===== config.mk =====
export PLATFORM = sky130hd
export DESIGN_NAME = hall_speed_meter_flat
export DESIGN_NICKNAME = d
export VERILOG_FILES = /design/src/rtl/hall_speed_meter_if.sv /design/src/rtl/hall_speed_meter.sv /design/src/flat_wrapper.sv
export SDC_FILE = /design/constraint.sdc
export NUM_CORES = 1
export LEC_CHECK = 0
export ABC_AREA = 1
export CORE_MARGIN = 1.5
export CORE_UTILIZATION = 63
export DETAILED_ROUTE_END_ITERATION = 8
export MAX_ROUTING_LAYER = met4
export PLACE_DENSITY = 0.85
export SLEW_MARGIN = 5
export SYNTH_ARGS = -nofsm -noshare
export SYNTH_HDL_FRONTEND = slang
export SYNTH_SLANG_ARGS = --single-unit

===== constraint.sdc =====
create_clock -name clk -period 7.45 [get_ports clk]
set_input_delay 0.745 -clock clk [delete_from_list [all_inputs] [get_ports clk]]
set_output_delay 0.745 -clock clk [all_outputs]
set_load 0.02 [all_outputs]

===== src/rtl/hall_speed_meter_if.sv =====
// Window/Hall inputs and published speed-sample outputs of one hall_speed_meter.
// The timer/test side uses master; the meter uses slave.
interface hall_speed_meter_if #(
  parameter int CNT_W = 16
);
  logic                    start;
  logic                    clr;
  logic [2:0]              hall;
  logic signed [CNT_W-1:0] speed;
  logic                    speed_valid;
  logic                    dir;
  logic                    hall_err;
  logic                    stall;

  modport master (
    output start, clr, hall,
    input  speed, speed_valid, dir, hall_err, stall
  );

  modport slave (
    input  start, clr, hall,
    output speed, speed_valid, dir, hall_err, stall
  );
endinterface


===== src/rtl/hall_speed_meter.sv =====
// Per-wheel Hall speed meter: synchronise and debounce the Hall code, track rotor position,
// count signed steps inside the start/clr window and publish one sample per clr rising edge.
module hall_speed_meter #(
  parameter int CNT_W     = 16,
  parameter int FILT_LEN  = 4,
  parameter int STALL_WIN = 4
) (
  input logic               clk,
  input logic               rst_n,
  hall_speed_meter_if.slave bus
);
  localparam int FCW = $clog2(FILT_LEN + 1);
  localparam int SCW = $clog2(STALL_WIN + 1);
  localparam logic [FCW-1:0]          FILT_MAX  = FCW'(FILT_LEN);
  localparam logic [SCW-1:0]          STALL_MAX = SCW'(STALL_WIN);
  localparam logic signed [CNT_W-1:0] ACC_MAX   = {1'b0, {(CNT_W-1){1'b1}}};
  localparam logic signed [CNT_W-1:0] ACC_MIN   = {1'b1, {(CNT_W-1){1'b0}}};
  localparam logic signed [CNT_W-1:0] ACC_ZERO  = {CNT_W{1'b0}};
  localparam logic signed [CNT_W-1:0] ACC_ONE   = {{(CNT_W-1){1'b0}}, 1'b1};

  // Bit 3 flags an illegal code; bits 2:0 give the position in forward order.
  function automatic logic [3:0] decode(input logic [2:0] code);
    case (code)
      3'd1:    decode = 4'd0;
      3'd3:    decode = 4'd1;
      3'd2:    decode = 4'd2;
      3'd6:    decode = 4'd3;
      3'd4:    decode = 4'd4;
      3'd5:    decode = 4'd5;
      default: decode = 4'b1000;
    endcase
  endfunction

  logic [2:0]              sync1_q, sync1_d, sync2_q, sync2_d;
  logic [2:0]              cand_q, cand_d, filt_q, filt_d;
  logic [FCW-1:0]          fcnt_q, fcnt_d;
  logic [2:0]              pos_q, pos_d;
  logic                    pos_valid_q, pos_valid_d;
  logic                    dir_q, dir_d;
  logic                    err_q, err_d;
  logic                    clr_q, clr_d;
  logic signed [CNT_W-1:0] acc_q, acc_d, speed_q, speed_d;
  logic [SCW-1:0]          stall_cnt_q, stall_cnt_d;
  logic                    speed_valid_q, speed_valid_d;
  logic                    hall_err_q, hall_err_d;
  logic                    stall_q, stall_d;

  logic       filt_chg_s, snap_s, count_en_s, up_s, dn_s, ev_err_s;
  logic [3:0] dec_s;
  logic [2:0] pos_inc_s, pos_dec_s;

  // Next-state logic for filter, position tracker, accumulator, snapshot and stall counter.
  always_comb begin
    sync1_d = bus.hall;
    sync2_d = sync1_q;
    cand_d  = cand_q;
    fcnt_d  = fcnt_q;
    if (sync2_q != cand_q) begin
      cand_d = sync2_q;
      fcnt_d = FCW'(1);
    end else if (fcnt_q != FILT_MAX) begin
      fcnt_d = fcnt_q + FCW'(1);
    end else begin
      fcnt_d = fcnt_q;
    end

    filt_chg_s = (fcnt_q == FILT_MAX) && (cand_q != filt_q);
    filt_d     = filt_chg_s ? cand_q : filt_q;
    dec_s      = decode(cand_q);
    pos_inc_s  = (pos_q == 3'd5) ? 3'd0 : pos_q + 3'd1;
    pos_dec_s  = (pos_q == 3'd0) ? 3'd5 : pos_q - 3'd1;

    pos_d       = pos_q;
    pos_valid_d = pos_valid_q;
    dir_d       = dir_q;
    up_s        = 1'b0;
    dn_s        = 1'b0;
    ev_err_s    = 1'b0;
    if (!filt_chg_s) begin
      pos_d = pos_q;
    end else if (dec_s[3]) begin
      ev_err_s    = 1'b1;
      pos_valid_d = 1'b0;
    end else if (!pos_valid_q) begin
      pos_d       = dec_s[2:0];
      pos_valid_d = 1'b1;
    end else begin
      pos_d = dec_s[2:0];
      if (dec_s[2:0] == pos_inc_s) begin
        up_s  = 1'b1;
        dir_d = 1'b1;
      end else if (dec_s[2:0] == pos_dec_s) begin
        dn_s  = 1'b1;
        dir_d = 1'b0;
      end else begin
        ev_err_s = 1'b1;
      end
    end

    // A delta landing on the snap cycle is dropped because clr is high.
    snap_s     = bus.clr & ~clr_q;
    count_en_s = bus.start & ~bus.clr;
    clr_d      = bus.clr;
    if (snap_s) begin
      acc_d = ACC_ZERO;
    end else if (count_en_s && up_s && (acc_q != ACC_MAX)) begin
      acc_d = acc_q + ACC_ONE;
    end else if (count_en_s && dn_s && (acc_q != ACC_MIN)) begin
      acc_d = acc_q - ACC_ONE;
    end else begin
      acc_d = acc_q;
    end
    err_d = snap_s ? ev_err_s : (err_q | ev_err_s);

    speed_valid_d = snap_s;
    if (!snap_s) begin
      stall_cnt_d = stall_cnt_q;
      speed_d     = speed_q;
      hall_err_d  = hall_err_q;
      stall_d     = stall_q;
    end else begin
      if (acc_q != ACC_ZERO) begin
        stall_cnt_d = {SCW{1'b0}};
      end else if (stall_cnt_q != STALL_MAX) begin
        stall_cnt_d = stall_cnt_q + SCW'(1);
      end else begin
        stall_cnt_d = stall_cnt_q;
      end
      speed_d    = acc_q;
      hall_err_d = err_q;
      stall_d    = (stall_cnt_d == STALL_MAX);
    end
  end

  // State and output registers.
  always_ff @(posedge clk or negedge rst_n) begin
    if (!rst_n) begin
      sync1_q       <= 3'd0;
      sync2_q       <= 3'd0;
      cand_q        <= 3'd0;
      filt_q        <= 3'd0;
      fcnt_q        <= {FCW{1'b0}};
      pos_q         <= 3'd0;
      pos_valid_q   <= 1'b0;
      dir_q         <= 1'b0;
      err_q         <= 1'b0;
      clr_q         <= 1'b0;
      acc_q         <= ACC_ZERO;
      speed_q       <= ACC_ZERO;
      stall_cnt_q   <= {SCW{1'b0}};
      speed_valid_q <= 1'b0;
      hall_err_q    <= 1'b0;
      stall_q       <= 1'b0;
    end else begin
      sync1_q       <= sync1_d;
      sync2_q       <= sync2_d;
      cand_q        <= cand_d;
      filt_q        <= filt_d;
      fcnt_q        <= fcnt_d;
      pos_q         <= pos_d;
      pos_valid_q   <= pos_valid_d;
      dir_q         <= dir_d;
      err_q         <= err_d;
      clr_q         <= clr_d;
      acc_q         <= acc_d;
      speed_q       <= speed_d;
      stall_cnt_q   <= stall_cnt_d;
      speed_valid_q <= speed_valid_d;
      hall_err_q    <= hall_err_d;
      stall_q       <= stall_d;
    end
  end

  assign bus.speed       = speed_q;
  assign bus.speed_valid = speed_valid_q;
  assign bus.dir         = dir_q;
  assign bus.hall_err    = hall_err_q;
  assign bus.stall       = stall_q;
endmodule


===== src/flat_wrapper.sv =====
// flat-port wrapper written by rule: the top's interface ports become plain ports
module hall_speed_meter_flat 
#(
  parameter int CNT_W     = 16,
  parameter int FILT_LEN  = 4,
  parameter int STALL_WIN = 4
)
  (clk, rst_n, bus_start, bus_clr, bus_hall, bus_speed, bus_speed_valid, bus_dir, bus_hall_err, bus_stall);
  hall_speed_meter_if #(.CNT_W(CNT_W)) bus_i ();
  input logic clk;
  input logic rst_n;
  input wire logic [$bits(bus_i.start)-1:0] bus_start;
  input wire logic [$bits(bus_i.clr)-1:0] bus_clr;
  input wire logic [$bits(bus_i.hall)-1:0] bus_hall;
  output wire logic [$bits(bus_i.speed)-1:0] bus_speed;
  output wire logic [$bits(bus_i.speed_valid)-1:0] bus_speed_valid;
  output wire logic [$bits(bus_i.dir)-1:0] bus_dir;
  output wire logic [$bits(bus_i.hall_err)-1:0] bus_hall_err;
  output wire logic [$bits(bus_i.stall)-1:0] bus_stall;
  assign bus_i.start = bus_start;
  assign bus_i.clr = bus_clr;
  assign bus_i.hall = bus_hall;
  assign bus_speed = bus_i.speed;
  assign bus_speed_valid = bus_i.speed_valid;
  assign bus_dir = bus_i.dir;
  assign bus_hall_err = bus_i.hall_err;
  assign bus_stall = bus_i.stall;
  hall_speed_meter #(.CNT_W(CNT_W), .FILT_LEN(FILT_LEN), .STALL_WIN(STALL_WIN)) u_core (.clk(clk), .rst_n(rst_n), .bus(bus_i));
endmodule

* Word level (Yosys, flattened, before mapping) *
Cells that the tools add are included.

word-level totals
  register bits = 60
  bits of input ports = 7
  output and inout bits = 20

cells by class
  add/sub/neg operators = 6
  equality and inequality tests = 17
  mux-type cells = 29
  bitwise operators = 6
  reductions and logical operators = 12

operators with widths
  cell                                                                   number
  16-bit two-way mux                                                     3
  16-bit != test, second input constant                                  2
  4-bit one-hot mux with 6 select lines                                  1
  3-bit two-way mux                                                      7
  3-bit equality test, second input constant                             6
  1-bit two-way mux                                                      18
  16-bit by 2-bit adder with 16-bit output, second input constant        1
  16-bit nonzero test                                                    1
  16-bit by 2-bit subtractor with 16-bit output, second input constant   1
  3-bit by 1-bit adder with 3-bit output, second input constant          3
  3-bit by 2-bit equality test with 1-bit output, second input constant  2
  3-bit equality test                                                    2
  3-bit != test                                                          2
  3-bit != test, second input constant                                   2
  1-bit logical AND                                                      5
  4-bit AND reduction                                                    1
  2-bit nonzero test                                                     2
  3-bit by 1-bit equality test with 1-bit output, second input constant  1
  3-bit zero test                                                        1
  1-bit NOT                                                              3
  3-bit nonzero test                                                     1
  3-bit by 1-bit subtractor with 3-bit output, second input constant     1
  1-bit AND                                                              2
  2-bit AND reduction                                                    1
  1-bit bitwise OR                                                       1

* Depth between registers and ports, before layout *
  depth after elaboration = 13
  depth in mapped cells = 20
  mapped depth without buffers = 19

* Worst setup path before layout *
No wires, ideal clock.

  path type = reg-to-reg
  from = register u_core.fcnt_q[0]
  to = register u_core.acc_q[12]
  arrival = 2802 ps
  required time = 7326 ps
  slack = 4524 ps
  cell stages (with the launch flop) = 18
  buffers on the path = 0
  period minus slack after synthesis = 2926 ps
  cells stage by stage = dfrtp_1 inv_1 ha_1 nand2_1 inv_1 nand3_4 nor2_4 nand3_2 ha_1 nand2_1 inv_1 a21oi_1 nand2_1 nor2_1 o21ai_0 or2_2 nand3_2 o21ai_1

on the way
  cells in the longest elaborated chain, start to end = 7
  elaborated cells on any way between the ends = 11
  those cells by class = eq/ne (1); mux (4); reduce/logical (6)

ends and longest elaborated chain
  item                             line                     text
  from (decl)                      hall_speed_meter.sv:36   logic [FCW-1:0] fcnt_q, fcnt_d;
  from (signal assigned)           hall_speed_meter.sv:142  fcnt_q <= {FCW{1'b0}};
  from (signal assigned)           hall_speed_meter.sv:159  fcnt_q <= fcnt_d;
  3-bit equality test *            hall_speed_meter.sv:67   filt_chg_s = (fcnt_q == FILT_MAX) && (cand_q != filt_q);
  1-bit logical AND *              hall_speed_meter.sv:67
  1-bit two-way mux                hall_speed_meter.sv:79   if (!filt_chg_s) begin
  1-bit logical AND (2 in series)  hall_speed_meter.sv:106  end else if (count_en_s && up_s && (acc_q != ACC_MAX)) begin
  16-bit two-way mux               hall_speed_meter.sv:106
  16-bit two-way mux               hall_speed_meter.sv:104  if (snap_s) begin
  to (signal assigned)             hall_speed_meter.sv:148  acc_q <= ACC_ZERO;
  to (signal assigned)             hall_speed_meter.sv:165  acc_q <= acc_d;
  to (decl)                        hall_speed_meter.sv:42   logic signed [CNT_W-1:0] acc_q, acc_d, speed_q, speed_d;

Mark *: on every way between the ends. The rest lies on a longest branch, timed or not.
A chain may end at the register's enable or synchronous reset.

* Final worst setup path *
  from = register u_core.fcnt_q[0]
  to = register u_core.acc_q[13]

The elaborated chain is that of the path after synthesis.

==> metrics <==
status complete, no violations; area post-placement 3897 µm²; initial DRC count 233; final hold violations 0; warnings from Yosys 0; gpl congestion 0.9625; DIE HEIGHT 78.62 µm; input/output buffers 26; highest clock rate 0.2868 GHz; initial antenna violation count 0; count of pins over their slew limit 0; die footprint 6180 µm²; Final TNS setup 0 ns; share of cells above drive strength 1 10.65%; post-synth net total 476; Tcrit/Tclk final 46.80%; M2 GR Usage 43.79%; post-cts hold buffer count 0; register share of total power 50.7%; most frequent cells in the layout 112 x nand2_1, 60 x dfrtp_1, 50 x inv_1; HPWL after detailed placement 5.689 mm; Clock power frac 36.0%; post-route insts no fill 551; Final setup viols 0; Slew @ Worst Pin 1.177 ns; critical path startpoint category flop; post-synthesis sequential area ratio 41.68%; Total Routing Usage GR 28.65%; Slew headroom 21.44%; Max VDD drop 0.0001147 V; Top FF cell, synth dfrtp_1; Area Overhead vs Synth 12.92%; Comb power frac 13.3%; internal power 0.5078 mW; ANT cells 0; vias 3082; CTS resizes 0; crit-path max FO 25; Rows 27; Root Driver clkbuf_8; Final Skew 0.005312 ns; design area 4068 µm²; I/O pin cnt 27; final total power 0.7065 mW; leakage power 1.962 nW; via/cell ratio 5.593; synthesis-stage register bit count 60; sw frac 28.12%; CORE AREA 5507 µm²; WL per Instance 13.88 µm; DRC 0; clk_lat worst skew 0.33 ns; starting density of the core 65.42%; Nets 503; Req. time, crit path 7.66 ns; M1 GR Usage 40.32%; net switching power 0.1986 mW; CTS tree yes; DIE WIDTH 78.62 µm; EDFF count, synth 0; H-Tree Level Count 3; Mapped Area 3602 µm²; clock-pin slew on the worst setup and hold paths 0.07 ns; cells after synthesis 447; max-cap violations 0; syn avg cell area 8.059 µm²; Overflow after GRT 0; minimum clock period 3.486 ns; TritonCTS Buffers 9; placed cells 535; first-pass GRT wire length 13.54 mm; GRT Max-Usage Layer met2; GR Util met3 4.186%; RSZ-0062 raised after global routing no; fin util 73.87%; vias in the first global route 2942; Fin Hold WS 0.3508 ns; largest net degree at the start of global routing 61; Setup CP Type flop to flop; Final ANT Viol Nets 0; commonest non-fill, non-tap cell in the layout nand2_1; Post-CTS Repair Setup Buffers 0; fin worst setup slack 3.964 ns; Cell variety after synth 36; Crit. End Element flop; Worst Path Arrival 3.70 ns; Async S/R FF share, synth 100.0%; Post-Place Worst Slack 3.691 ns; First-pass DRT Iterations 6; CTS max path bufs 2; Post-Route WL 7.646 mm; CTS sink count 60; pwr dens 173.7 nW/µm²; Hold Path Class flop to flop
[flip-flops by register name, indices dropped and copies added, names as in the netlist]
register and count:
u_core.acc_q 16, u_core.sync1_q 3, u_core.stall_cnt_q 3, u_core.pos_valid_q 1, u_core.bus.speed_valid 1, u_core.bus.speed 16
u_core.bus.stall 1, u_core.cand_q 3, u_core.bus.dir 1, u_core.filt_q 3, u_core.fcnt_q 3, u_core.sync2_q 3
u_core.clr_q 1, u_core.pos_q 3, u_core.bus.hall_err 1, u_core.err_q 1
[final cells by class]
cell class                 count  area, µm²
fill                         440       1439
clock buffer                  12      145.1
inverter                      55      206.4
clock inverter                 4      25.02
multi-input combinational    321       1837
tap                           72      90.09
sequential                    60       1501
timing repair buffer          27      262.8
[cell usage after synthesis, types with 8 or more instances]
| cell type | instances | area, µm² |
|---|---|---|
| nand3_2 | 8 | 80.08 |
| clkbuf_1 | 8 | 30.03 |
| a21oi_1 | 15 | 75.07 |
| dfrtp_1 | 60 | 1501 |
| ha_1 | 21 | 262.8 |
| nor2_1 | 24 | 90.09 |
| nand2_2 | 9 | 56.30 |
| nand4_1 | 14 | 87.58 |
| nand3_1 | 26 | 130.1 |
| nand2_1 | 112 | 420.4 |
| inv_1 | 50 | 187.7 |
| o21ai_1 | 12 | 60.06 |
| xnor2_1 | 9 | 78.83 |
| o21ai_0 | 35 | 175.2 |
[path summary, 6_finish.rpt]
check,cells after the start,slack (ns),endpoint,from
worst max register to register,14,3.96,u_core.acc_q[13],u_core.fcnt_q[0]
worst max-delay path,14,3.96,u_core.acc_q[13],u_core.fcnt_q[0]
worst min-delay path,0,0.35,u_core.sync2_q[0],u_core.sync1_q[0]
worst min register to register,0,0.35,u_core.sync2_q[0],u_core.sync1_q[0]
min in group asynchronous,2,0.57,u_core.sync1_q[1],rst_n
max in group asynchronous,2,6.39,u_core.bus.speed[11],rst_n
[layer usage]
| metal | part of all wire [%] | routed length (µm) |
|---|---|---|
| met4 | 1.3 | 102 |
| met2 | 47 | 3601 |
| met1 | 47 | 3596 |
| met3 | 4.5 | 346 |
| met5 | 0 | 0 |
[worst max-delay path, cell delays in order (launching register included)]
cell,delay (ns)
dfrtp_1,0.40
inv_1,0.09
ha_1,0.15
nand2_1,0.10
inv_1,0.19
nand3_4,0.14
nor2_4,0.16
nand3_2,0.47
ha_1,0.59
a21oi_1,0.30
o21ai_0,0.14
a211oi_1,0.31
nand3_1,0.15
nand3_2,0.11
o21ai_1,0.06
[power groups by stage]
| stage | combinational (mW) | sequential (mW) | clock, mW |
|---|---|---|---|
| after floorplan | 0.0648 | 0.363 | 0 |
| after global placement | 0.0897 | 0.362 | 0 |
| after detailed placement | 0.0946 | 0.363 | 0 |
| after CTS | 0.0955 | 0.358 | 0.257 |
| after global routing | 0.109 | 0.360 | 0.271 |
| final | 0.0941 | 0.358 | 0.255 |
[logic make-up (layout without fill, tap and decap cells)]
family	Yosys count	after routing	share of synthesized area [%]
AND/OR/NAND/NOR	214	214	29.28
AO/OA/AOI/OAI	70	70	10.21
adder cells (fa/ha/maj)	22	22	7.850
buffers and inverters	66	98	7.329
XOR/XNOR	15	15	3.647
flip-flops	60	60	41.68
Note: power is estimated with default switching activity, not from simulation.
==> RTL change 1: new RTL, same settings <==
`FILT_LEN` is set to 4 in 2 places; all go to 2.
--- a/src/rtl/hall_speed_meter.sv
+++ b/src/rtl/hall_speed_meter.sv
@@ -4,3 +4,3 @@
   parameter int CNT_W     = 16,
-  parameter int FILT_LEN  = 4,
+  parameter int FILT_LEN  = 2,
   parameter int STALL_WIN = 4
--- a/src/flat_wrapper.sv
+++ b/src/flat_wrapper.sv
@@ -4,3 +4,3 @@
   parameter int CNT_W     = 16,
-  parameter int FILT_LEN  = 4,
+  parameter int FILT_LEN  = 2,
   parameter int STALL_WIN = 4
Behaviour: not the same (Yosys sat finds a counterexample within 10 cycles, from zero or initial values and one cycle with rst_n low).
==> RTL change 1 against the unedited design <==
Cell area shrank 1.7%. Sequential share of layout area about the same. Routed wire length grew 0.73%. Combinational power increased by 46%. Area after synthesis down 1.1%. Cell count down 1.3%. Global-route usage decreased by 0.25 points. Critical endpoint is now u_core.acc_q[10]$_DFFE_PN0P_. Critical path type is now in -> reg. Power up 7.0%. Register-to-register slack worse by 200 ps. Setup slack worse by 410 ps. Highest routed layer unchanged. Largest power group unchanged. Synthesized cell count decreased by 1.1%. Sequential cell count fell by 1.
==> RTL change 1: results (changes against the unedited design) <==
.. list-table::
   :header-rows: 1

   * - Metric
     - Value
   * - Endpoint of the most critical register-to-register path
     - u_core.acc_q[10]$_DFFE_PN0P_
   * - Startpoint of the worst-slack reg-to-reg timing path
     - u_core.cand_q[1]$_DFFE_PN0P_
   * - Syn nets
     - 470 (-1.3%)
   * - Origin of the worst min-delay path
     - u_core.sync1_q[1]$_DFF_PN0_
   * - Sequential cell area fraction in the yosys report
     - 41.4% (-0.23 points)
   * - Status
     - completed
   * - Final Wtd Congestion
     - 0.933 (-3.1%)
   * - Commonest cells in the netlist
     - sky130_fd_sc_hd__nand2_1 (121), sky130_fd_sc_hd__dfrtp_1 (59), sky130_fd_sc_hd__inv_1 (52)
   * - Total routed wirelength
     - 7700 um (+0.73%)
   * - Maximum number of pins on one net before global-route repair
     - 60 (-1.6%)
   * - Critical Path Fanout Max
     - 19 (-24%)
   * - Setup Buffers After CTS
     - 0 (unchanged)
   * - Standard cell area after detailed placement
     - 3830 um^2 (-1.6%)
   * - Worst Hold Depth
     - 0 (unchanged)
   * - Switching power as a share of total power
     - 29.9% (+1.8 points)
   * - Setup Skew
     - 5.65 ps (+0.337 ps)
   * - Worst IR Drop VDD
     - 104 uV (-9.1%)
   * - Initial detailed-routing violation count
     - 175 (-25%)
   * - Vias/cell
     - 5.60 (+0.10%)
   * - Leakage Power
     - 1.96 nW (-0.13%)
   * - P_seq
     - 0.000367 W (+3%)
   * - Combinational power share
     - 18.2% (+4.9 points)
   * - Half-perimeter wire length of the detailed placement result
     - 5710 um (+0.38%)
   * - Pre-CTS setup slack
     - 3270 ps (-425 ps)
   * - Flops & latches, synth
     - 59 (-1.7%)
   * - End of the worst hold path
     - u_core.sync2_q[1]$_DFF_PN0_
   * - Dominant cells by area after synthesis
     - sky130_fd_sc_hd__dfrtp_1 (41%), sky130_fd_sc_hd__nand2_1 (13%), sky130_fd_sc_hd__ha_1 (7.0%)
   * - First-pass DRT Iterations
     - 4 (-2)
   * - Distinct cell type count after synthesis
     - 35 (-2.8%)
   * - R2R setup slack
     - 3760 ps (-200 ps)
-- RTL change 1: changes by cell type after synthesis, sizes merged, moves of 2 or more --
cell / change
nand2: +3
nand3: -4
a21oi: +8
xor2: +3
xnor2: -2
nor2: -7
nand4: -2
or2: -2
-- RTL change 1: cell type report --
| type | count | area, um^2 |
|---|---|---|
| Tap cell | 72 | 90.1 |
| Multi-Input combinational cell | 317 | 1800 |
| Sequential cell | 59 | 1480 |
| Inverter | 55 | 206 |
| Clock inverter | 3 | 15.0 |
| Clock buffer | 11 | 151 |
| Fill cell | 424 | 1470 |
| Timing Repair Buffer | 27 | 263 |
-- RTL change 1: kinds of logic (layout without fill, tap and decap cells) --
logic type	after synthesis	count (layout)	synth area share [%]
fa+ha+maj	21	21	7.59
buf+inv	66	96	8.08
xor+xnor	16	16	3.93
flops	59	59	41.4
compound gates	76	76	12.5
simple gates	204	204	26.5
-- RTL change 1: stage by stage --
step                util, %  instances  power (W)  hold slack, ps
detailed placement     70.1        530   0.000508             340
floorplan                 -        442   0.000470             331
finish                 73.1        544   0.000756             350
global placement       70.1        530   0.000500             335
CTS                    73.1        544   0.000763             354
global route           73.1        544   0.000800             364
-- RTL change 1: worst max-delay path by stage --
stage / from / to / slack (ps) / cells after the start
finish: bus_clr / u_core.acc_q[10]$_DFFE_PN0P_ / 3550 / 13
global route: bus_clr / u_core.acc_q[9]$_DFFE_PN0P_ / 3290 / 16
CTS: bus_clr / u_core.acc_q[10]$_DFFE_PN0P_ / 3610 / 13
detailed placement: bus_clr / u_core.acc_q[10]$_DFFE_PN0P_ / 3270 / 13
global placement: bus_clr / u_core.acc_q[10]$_DFFE_PN0P_ / 3390 / 13
floorplan: bus_clr / u_core.acc_q[10]$_DFFE_PN0P_ / 4150 / 12
-- RTL change 1: worst max-delay path: stages --
cell and delay, ps:
sky130_fd_sc_hd__clkdlybuf4s50_1 420, sky130_fd_sc_hd__inv_1 90, sky130_fd_sc_hd__nand2_1 80, sky130_fd_sc_hd__a21oi_1 310, sky130_fd_sc_hd__nand3_1 740, sky130_fd_sc_hd__fa_1 750, sky130_fd_sc_hd__nand3_1 110, sky130_fd_sc_hd__nand2_1 100
sky130_fd_sc_hd__a21oi_1 210, sky130_fd_sc_hd__o21ai_0 130, sky130_fd_sc_hd__or2_2 290, sky130_fd_sc_hd__nand3_2 80, sky130_fd_sc_hd__nand2_1 50
-- RTL change 1: per-layer routing --
| layer | wire (um) | global-route usage [%] | share of wire (%) |
|---|---|---|---|
| met3 | 304 | 4.65 | 3.9 |
| met2 | 3760 | 45.3 | 49 |
| met5 | 0 | - | 0 |
| met4 | 140 | 12.1 | 1.8 |
| met1 | 3490 | 36.1 | 45 |
==> RTL change 2: new RTL, config.mk and constraints unchanged <==
Without the edit above. Reset style: synchronous (`rst_n`), changed in one clocked block.
--- a/src/rtl/hall_speed_meter.sv
+++ b/src/rtl/hall_speed_meter.sv
@@ -135,3 +135,3 @@
   // State and output registers.
-  always_ff @(posedge clk or negedge rst_n) begin
+  always_ff @(posedge clk) begin
     if (!rst_n) begin
Behaviour: differs if rst_n is asserted again (counterexample within 4 cycles, from zero or initial values and one cycle with rst_n low); with rst_n held inactive, the same outputs for 10 cycles.
==> RTL change 2 against the unedited design <==
First-iteration DRC count fell by 23%. Cell count fell by 0.54%. Cell area fell by 6.9%. Area after synthesis fell by 8.6%. Sequential share of layout area fell by 5.2 points. Global-route usage barely moved. Die area fell by 8.3%. Setup slack improved by 450 ps. Sequential cell count did not move. Routed wire length fell by 3.7%. Highest routed layer unchanged.
Power is not compared: it rests on default switching activity, and its combinational part moved more than twofold at a synthesized area within 25%.
==> RTL change 2: results (changes against the unedited design) <==
.. list-table::
   :header-rows: 1

   * - Metric
     - Value
   * - Global routing usage on met2
     - 43.5% (-0.32 points)
   * - Prevailing post-synth register cell
     - sky130_fd_sc_hd__dfxtp_1
   * - Dominant cells by area after synthesis
     - sky130_fd_sc_hd__dfxtp_1 (36%), sky130_fd_sc_hd__nand2_1 (11%), sky130_fd_sc_hd__ha_1 (7.2%)
   * - Total number of multi-input combinational cells
     - 310 (-3.4%)
   * - Detail Route met3 WL
     - 442 um (+28%)
   * - Register area
     - 1200 um^2 (-20%)
   * - Met2 wirelength from detailed routing
     - 3300 um (-8.4%)
   * - Setup Skew
     - 8.20 ps (+2.89 ps)
   * - Met3 capacity usage during global routing
     - 6.35% (+2.2 points)
   * - Vias/cell
     - 5.53 (-1.1%)
   * - Post-synthesis instance total
     - 444 (-0.67%)
   * - Hold Worst Slack
     - 413 ps (+62.6 ps)
   * - Origin of the worst min-delay path
     - u_core.sync1_q[1]$_SDFF_PN0_
   * - Initial detailed-routing violation count
     - 179 (-23%)
   * - Maximum number of pins on one net before global-route repair
     - 36 (-41%)
   * - Critical Path Fanout Max
     - 17 (-32%)
   * - Met1 capacity usage during global routing
     - 36.7% (-3.6 points)
   * - Slowest cell delay on critical path
     - 510 ps (-80 ps)
   * - GRT Resource Usage Total
     - 28.7% (+0.030 points)
   * - Wire length of the first global-routing pass
     - 12000 um (-11%)
   * - Status
     - completed
   * - Master of the slowest instance on the critical path
     - sky130_fd_sc_hd__dfxtp_1
   * - Buffering overhead
     - 7.07% (+0.61 points)
   * - Peak Freq
     - 329 MHz (+15%)
   * - Cell depth of the worst flop-to-flop path
     - 21 (+7)
   * - Worst endpoint data arrival time
     - 3320 ps (-380 ps)
   * - Sequential cell area fraction in the yosys report
     - 36.5% (-5.2 points)
   * - Cells after DPL
     - 532 (-0.56%)
   * - Post-synth ARST share
     - 0% (-100 points)
   * - Drt wl/cell
     - 13.4 um (-3.1%)
   * - Layout fillers
     - 404 (-8.2%)
   * - Layout Nets
     - 500 (-0.60%)
   * - CP endpoint
     - u_core.acc_q[15]$_SDFFE_PP0P_
   * - Via count of the routed design
     - 3030 (-1.7%)
   * - Area delta synth->final
     - 15.0%
   * - Standard cell area after detailed placement
     - 3590 um^2 (-8.0%)
   * - End of the worst hold path
     - u_core.sync2_q[1]$_SDFF_PN0_
   * - Share of cell area taken by multi-input logic gates
     - 47.1% (+2.0 points)
   * - Non-clock inverter count
     - 65 (+18%)
   * - Fraction of layout cells with a size suffix above 1
     - 9.21% (-1.4 points)
[RTL change 2: cell types whose count changed in the layout (fill, tap and decap cells not counted), moves of 4 or more]
cell	change
sky130_fd_sc_hd__nand2_1	-15
sky130_fd_sc_hd__dfxtp_1	+60
sky130_fd_sc_hd__a21o_1	+4
sky130_fd_sc_hd__a21oi_1	+11
sky130_fd_sc_hd__a21oi_2	+7
sky130_fd_sc_hd__nand4_1	-6
sky130_fd_sc_hd__dfrtp_1	-60
sky130_fd_sc_hd__inv_1	+9
sky130_fd_sc_hd__o21ai_1	-5
sky130_fd_sc_hd__a22o_1	+7
sky130_fd_sc_hd__nand3_2	-8
sky130_fd_sc_hd__nand2_2	-4
sky130_fd_sc_hd__o21ai_0	-8
[RTL change 2: cell families after synthesis]
family          count (synthesis)  synth area share (%)
compound gates                 88                  15.9
xor+xnor                       20                  5.32
fa+ha+maj                      20                  7.83
buf+inv                        74                  9.38
flops                          60                  36.5
simple gates                  182                  25.1
